$ cat config.mk
export PLATFORM = sky130hd
export DESIGN_NAME = mux_scan_ctrl
export DESIGN_NICKNAME = d
export VERILOG_FILES = /design/src/rtl/mux_scan_pkg.sv /design/src/rtl/mux_scan_counter.sv /design/src/rtl/mux_scan_ctrl.sv
export SDC_FILE = /design/constraint.sdc
export NUM_CORES = 1
export LEC_CHECK = 0
export CAP_MARGIN = 15
export CORE_MARGIN = 5
export CORE_UTILIZATION = 51
export CTS_CLUSTER_SIZE = 14
export DETAILED_ROUTE_END_ITERATION = 6
export HOLD_SLACK_MARGIN = 0.05
export PLACE_DENSITY = 0.76
export SYNTH_ARGS = -nofsm -noshare
export SYNTH_HDL_FRONTEND = slang
export SYNTH_SLANG_ARGS = --single-unit
export TNS_END_PERCENT = 5
$ cat constraint.sdc
create_clock -name clk -period 1.8 [get_ports clk]
set_input_delay 0.27 -clock clk [delete_from_list [all_inputs] [get_ports clk]]
set_output_delay 0.27 -clock clk [all_outputs]
set_load 0.02 [all_outputs]
$ cat src/rtl/mux_scan_pkg.sv
// Shared constants and state encoding for the mux scan sequencer.
package mux_scan_pkg;

    localparam int unsigned DEF_NUM_INPUTS = 5;
    localparam int unsigned DEF_SEL_W      = 3;

    // Parked select: an unused mux input that reads as 0
    localparam logic [DEF_SEL_W-1:0] SEL_PARK = 3'd7;

    typedef logic [1:0] state_t;

    localparam state_t ST_IDLE  = 2'd0;
    localparam state_t ST_SCAN  = 2'd1;
    localparam state_t ST_CHECK = 2'd2;
    localparam state_t ST_DONE  = 2'd3;

endpackage

$ cat src/rtl/mux_scan_counter.sv
// Dwell counter (modulo DWELL) plus input index counter for the scan sequencer.
module scan_counter #(
    parameter int unsigned SEL_W = 3,
    parameter int unsigned DWELL = 1
) (
    input  logic             clk,
    input  logic             reset,
    input  logic             clear_i,
    input  logic             enable_i,
    output logic [SEL_W-1:0] index_o,
    output logic             sample_strobe_c_o
);

    localparam int unsigned DW_W = (DWELL > 1) ? $clog2(DWELL) : 1;

    logic [DW_W-1:0]  dwell_q, dwell_d;
    logic [SEL_W-1:0] index_q, index_d;

    // Strobe marks the last dwell cycle of the current index
    assign sample_strobe_c_o = enable_i && (dwell_q == DW_W'(DWELL - 1));
    assign index_o           = index_q;

    always_comb begin
        dwell_d = dwell_q;
        index_d = index_q;
        if (clear_i) begin
            dwell_d = '0;
            index_d = '0;
        end else if (sample_strobe_c_o) begin
            dwell_d = '0;
            index_d = index_q + SEL_W'(1);
        end else if (enable_i) begin
            dwell_d = dwell_q + DW_W'(1);
        end
    end

    always_ff @(posedge clk) begin
        if (reset) begin
            dwell_q <= '0;
            index_q <= '0;
        end else begin
            dwell_q <= dwell_d;
            index_q <= index_d;
        end
    end

endmodule

$ cat src/rtl/mux_scan_ctrl.sv
// Scan sequencer around mux5: steps sel, samples y_in, presents a word with valid/ack.
// MUX_SCAN_CHECK_EN adds a CHECK pass on an unused select that sets a sticky err.
module mux_scan_ctrl
    import mux_scan_pkg::*;
#(
    parameter int unsigned NUM_INPUTS = DEF_NUM_INPUTS,
    parameter int unsigned SEL_W      = DEF_SEL_W,
    parameter int unsigned DWELL      = 1
) (
    input  logic                  clk,
    input  logic                  reset,
    input  logic                  start,
    output logic [SEL_W-1:0]      sel,
    input  logic                  y_in,
    output logic                  busy,
    output logic [NUM_INPUTS-1:0] word,
    output logic                  valid,
    input  logic                  ack,
    output logic                  err
);

    localparam logic [SEL_W-1:0] LAST_IDX = SEL_W'(NUM_INPUTS - 1);
    localparam logic [SEL_W-1:0] PARK     = SEL_W'(SEL_PARK);

    state_t                  state_q, state_d;
    logic [SEL_W-1:0]        sel_q, sel_d;
    logic                    busy_q, busy_d;
    logic                    valid_q, valid_d;
    logic [NUM_INPUTS-1:0]   word_q, word_d;
    logic [NUM_INPUTS-1:0]   capture_q, capture_d;
    logic [SEL_W-1:0]        index;
    logic                    strobe_c;
    logic                    cnt_en_c;
`ifdef MUX_SCAN_CHECK_EN
    logic                    err_q, err_d;
`endif

    assign cnt_en_c = (state_q == ST_SCAN) || (state_q == ST_CHECK);

    scan_counter #(
        .SEL_W (SEL_W),
        .DWELL (DWELL)
    ) u_counter (
        .clk               (clk),
        .reset             (reset),
        .clear_i           (!cnt_en_c),
        .enable_i          (cnt_en_c),
        .index_o           (index),
        .sample_strobe_c_o (strobe_c)
    );

    always_comb begin
        state_d   = state_q;
        sel_d     = sel_q;
        busy_d    = busy_q;
        valid_d   = valid_q;
        word_d    = word_q;
        capture_d = capture_q;
`ifdef MUX_SCAN_CHECK_EN
        err_d     = err_q;
`endif
        case (state_q)
            ST_IDLE: begin
                if (start) begin
                    state_d = ST_SCAN;
                    sel_d   = '0;
                    busy_d  = 1'b1;
                end
            end
            ST_SCAN: begin
                if (strobe_c) begin
                    for (int unsigned i = 0; i < NUM_INPUTS; i++) begin
                        if (index == SEL_W'(i)) capture_d[i] = y_in;
                    end
                    if (index != LAST_IDX) begin
                        sel_d = index + SEL_W'(1);
                    end else begin
`ifdef MUX_SCAN_CHECK_EN
                        state_d = ST_CHECK;
                        sel_d   = SEL_W'(NUM_INPUTS);
`else
                        state_d = ST_DONE;
                        sel_d   = PARK;
                        busy_d  = 1'b0;
                        valid_d = 1'b1;
                        word_d  = capture_d;
`endif
                    end
                end
            end
`ifdef MUX_SCAN_CHECK_EN
            ST_CHECK: begin
                // Unused select must read 0; anything else flags a mux fault
                if (strobe_c) begin
                    if (y_in) err_d = 1'b1;
                    state_d = ST_DONE;
                    sel_d   = PARK;
                    busy_d  = 1'b0;
                    valid_d = 1'b1;
                    word_d  = capture_q;
                end
            end
`endif
            ST_DONE: begin
                if (ack) begin
                    valid_d = 1'b0;
                    if (start) begin
                        state_d = ST_SCAN;
                        sel_d   = '0;
                        busy_d  = 1'b1;
                    end else begin
                        state_d = ST_IDLE;
                    end
                end
            end
            default: begin
                state_d = ST_IDLE;
                sel_d   = PARK;
                busy_d  = 1'b0;
                valid_d = 1'b0;
            end
        endcase
    end

    always_ff @(posedge clk) begin
        if (reset) begin
            state_q   <= ST_IDLE;
            sel_q     <= PARK;
            busy_q    <= 1'b0;
            valid_q   <= 1'b0;
            word_q    <= '0;
            capture_q <= '0;
        end else begin
            state_q   <= state_d;
            sel_q     <= sel_d;
            busy_q    <= busy_d;
            valid_q   <= valid_d;
            word_q    <= word_d;
            capture_q <= capture_d;
        end
    end

`ifdef MUX_SCAN_CHECK_EN
    always_ff @(posedge clk) begin
        if (reset) err_q <= 1'b0;
        else       err_q <= err_d;
    end
    assign err = err_q;
`else
    assign err = 1'b0;
`endif

    assign sel   = sel_q;
    assign busy  = busy_q;
    assign valid = valid_q;
    assign word  = word_q;

endmodule

==> summary.md <==
| Metric | Value |
|---|---|
| Initial DRC Count | `11` |
| Crit path arrival time | `between 1.5 and 2 ns` |
| Post-synth top area share | `38.74%` |
| Post-Route Utilization | `roughly two thirds` |
| Unrepaired setup endpoints after global routing | `no` |
| Class of the worst hold path | `flop to flop` |
| Slowest CP cell | `a2111o_1` |
| CTS Buf Count | `3` |
| CTS tree | `done` |
| Total congestion overflow | `0` |
| Num ports | `16` |
| CTS sink cnt | `20` |
| Dpl cells | `152` |
| Total Wirelength | `2007 µm` |
| Clk root buf | `clkbuf_4` |
| Number of max-cap violations | `0` |
| Die Span Y | `approximately 55 µm` |
| Total power | `~0.001 W` |
| Pwr Density | `775.8 mW/mm²` |
| Routed wire per std cell | `12.87 µm` |
| Final hold violation count | `0` |
| Hpwl dp | `1543 µm` |
| Post-route setup TNS | `0 ns` |
| Peak VDD IR | `0.5511 mV` |
| Fillers | `168` |
| Largest area contributor in the netlist | `dfxtp_1` |
| Critical path fanouts, max | `6` |
| CP startpoint kind | `flop` |
| Internal | `between 0.0007 and 0.0008 W` |
| Part of the power in the clock network | `between 20 and 30%` |
| Total number of vias | `844` |
| Core region area | `between 0.0015 and 0.002 mm²` |
| Area grow syn2layout | `23.12%` |
| Postcts setup bufs | `0` |
| Period utilisation layout | `94.26%` |
| Nets | `143` |
| Number of global-route vias before repair | `813` |
| Avg Inst Size Synth | `9.395 µm²` |
| IO buf count | `14` |
| Post-synth EDFFs | `0` |
| Net switching fraction of the power | `28.31%` |
| Clk slew on worst S/H paths | `roughly 0.12 ns` |
| Cell area after technology mapping | `0.001033 mm²` |
| Multi-input logic area | `583.1 µm²` |
| Rows | `16` |
| Fmax | `0.5894 GHz` |
| Drt pass-1 iters | `4` |
| Ys async rst share | `0%` |
| Ranking of synthesized cells by area | `dfxtp_1 39%, ha_1 9.7%, mux2i_1 5.8%, nand2b_1 3.6%, a21oi_1 3.4%` |
| First-pass GRT wire length | `3387 µm` |
| Crit. path cell count | `5` |
| Kind of critical path | `flop to flop` |
| FF+latch count, synth | `20` |
| Comb power frac | `24.0%` |
| DRC violations left | `0` |
| CP Cell Sequence | `inv_1, ha_4, nand4b_4, a2111o_1, a221oi_2` |
| Die W | `approximately 55 µm` |
| CP max stage delay | `0.43 ns` |
| Final Non-Filler Cells | `156` |
| Total Die Area | `approximately 0.0030 mm²` |
| Distinct cells, synth | `36` |
| Synthesized instance count | `110` |
| CP endpoint kind | `flop` |
| Gpl congestion | `0.7985` |
| Req. time, crit path | `a little over 2 ns` |
| Tmin final | `1.697 ns` |
| Initial antenna violation count | `0` |
| Synth Flop Type | `dfxtp_1` |
| Net Switching | `between 0.0002 and 0.0003 W` |
| Worst hold margin | `about 0.48 ns` |
| Status | `finished, final reports clean` |
| Worst Skew | `0.009983 ns` |
| Register area share after synthesis | `38.74%` |
| Worst R2R Path Depth | `5` |
| CTS max path bufs | `2` |
| H-tree Lvls | `1` |
| Layout cells sized above 1 | `between 10% and 20%` |
| Clock Latency Late Sink | `0.31 ns` |
| Hold path cells | `2` |
| Final number of max-transition violations | `0` |
| Gr usage total | `15.61%` |
| Sequential power share | `48.7%` |
| Register Area | `approximately 400 µm²` |
| Ant diodes | `0` |
| # setup viols final | `0` |
| ANT nets after route | `0` |
| Count leader, synth | `dfxtp_1` |
| Crit path max-delay family | `compound AO/OA/AOI/OAI gates` |
| Post-synth top cells | `20 x dfxtp_1, 9 x inv_1, 8 x ha_1, 7 x a21oi_1` |
| Largest net degree at the start of global routing | `13` |
| Initial core utilization | `53.22%` |
| Worst path bufs/invs | `1` |
| Leakage power | `0.5051 nW` |
| Vias per cell | `5.410` |
| Synth warnings | `0` |
cell families after synthesis:
logic type      Yosys count  share of synthesized area [%]
flops                    20                          38.74
other cells               1                         0.3628
fa+ha+maj                 8                          9.686
compound gates           25                          17.31
mux                       6                          5.811
simple gates             34                          20.58
buf+inv                  15                          6.658
xor+xnor                  1                         0.8476
layout make-up:
type	count	area share [%]
Tap cell	27	2.655
Sequential cell	20	31.47
Inverter	9	2.655
Multi-Input combinational cell	76	45.82
Clock buffer	4	2.852
Timing Repair Buffer	20	14.55
through the flow:
stage | instance area, µm² | setup WS, ns
floorplan | 1037 | 0.1133
global placement | 1221 | 0.1113
detailed placement | 1221 | 0.03502
CTS | 1257 | 0.009426
global route | 1272 | 0.0009335
finish | 1272 | 0.1034
sequential cells by signal, summed over array words and instances, names as in the netlist:
register / flops
capture_q: 4
u_counter.dwell_q: 1
busy: 1
sel: 3
state_q: 2
word: 5
valid: 1
u_counter.index_o: 3
tightest hold or removal path, cell delays in order (launching register included):
cell	delay, ns
dfxtp_1	0.33
inv_1	0.05
a221oi_1	0.06
power groups by stage:
stage	registers, W	logic, W	clock network [W]
floorplan	0.000508	0.000128	0
global placement	0.000491	0.000223	0
detailed placement	0.000492	0.000226	0
CTS	0.000482	0.000227	0.000272
global route	0.000484	0.000260	0.000288
finish	0.000481	0.000237	0.000269
final timing paths:
path               from          to  slack [ns]
max          state_q[0]  state_q[0]        0.10
min                busy        busy        0.48
max reg2reg  state_q[0]  state_q[0]        0.10
min reg2reg        busy        busy        0.48
metal layers:
layer,track usage (%),part of all wire [%],wire length [µm]
met1,18.82,46,919
met2,26.18,47,950
met3,3.485,4.8,97
met4,7.287,2.0,40
met5,0,0,0
placed cells by master (no fill, tap or decap), types with 2 or more instances in the layout:
master           instances
nand2b_1                 6
clkdlybuf4s50_1         14
ha_1                     6
nand2_1                  6
conb_1                   2
inv_1                    9
nor2b_1                  3
nor2_1                   5
nand3_1                  4
o21ai_0                  5
dfxtp_1                 20
mux2i_1                  6
buf_4                    6
a221o_1                  3
nor3_1                   2
clkbuf_4                 3
o31ai_1                  2
a21oi_1                  7
timing repair:
action,in CTS,in global routing
hold buffers,0,0
endpoints found under the setup margin,0,5
gates resized for setup,0,3
No activity file was read; power rests on OpenSTA's default activity.
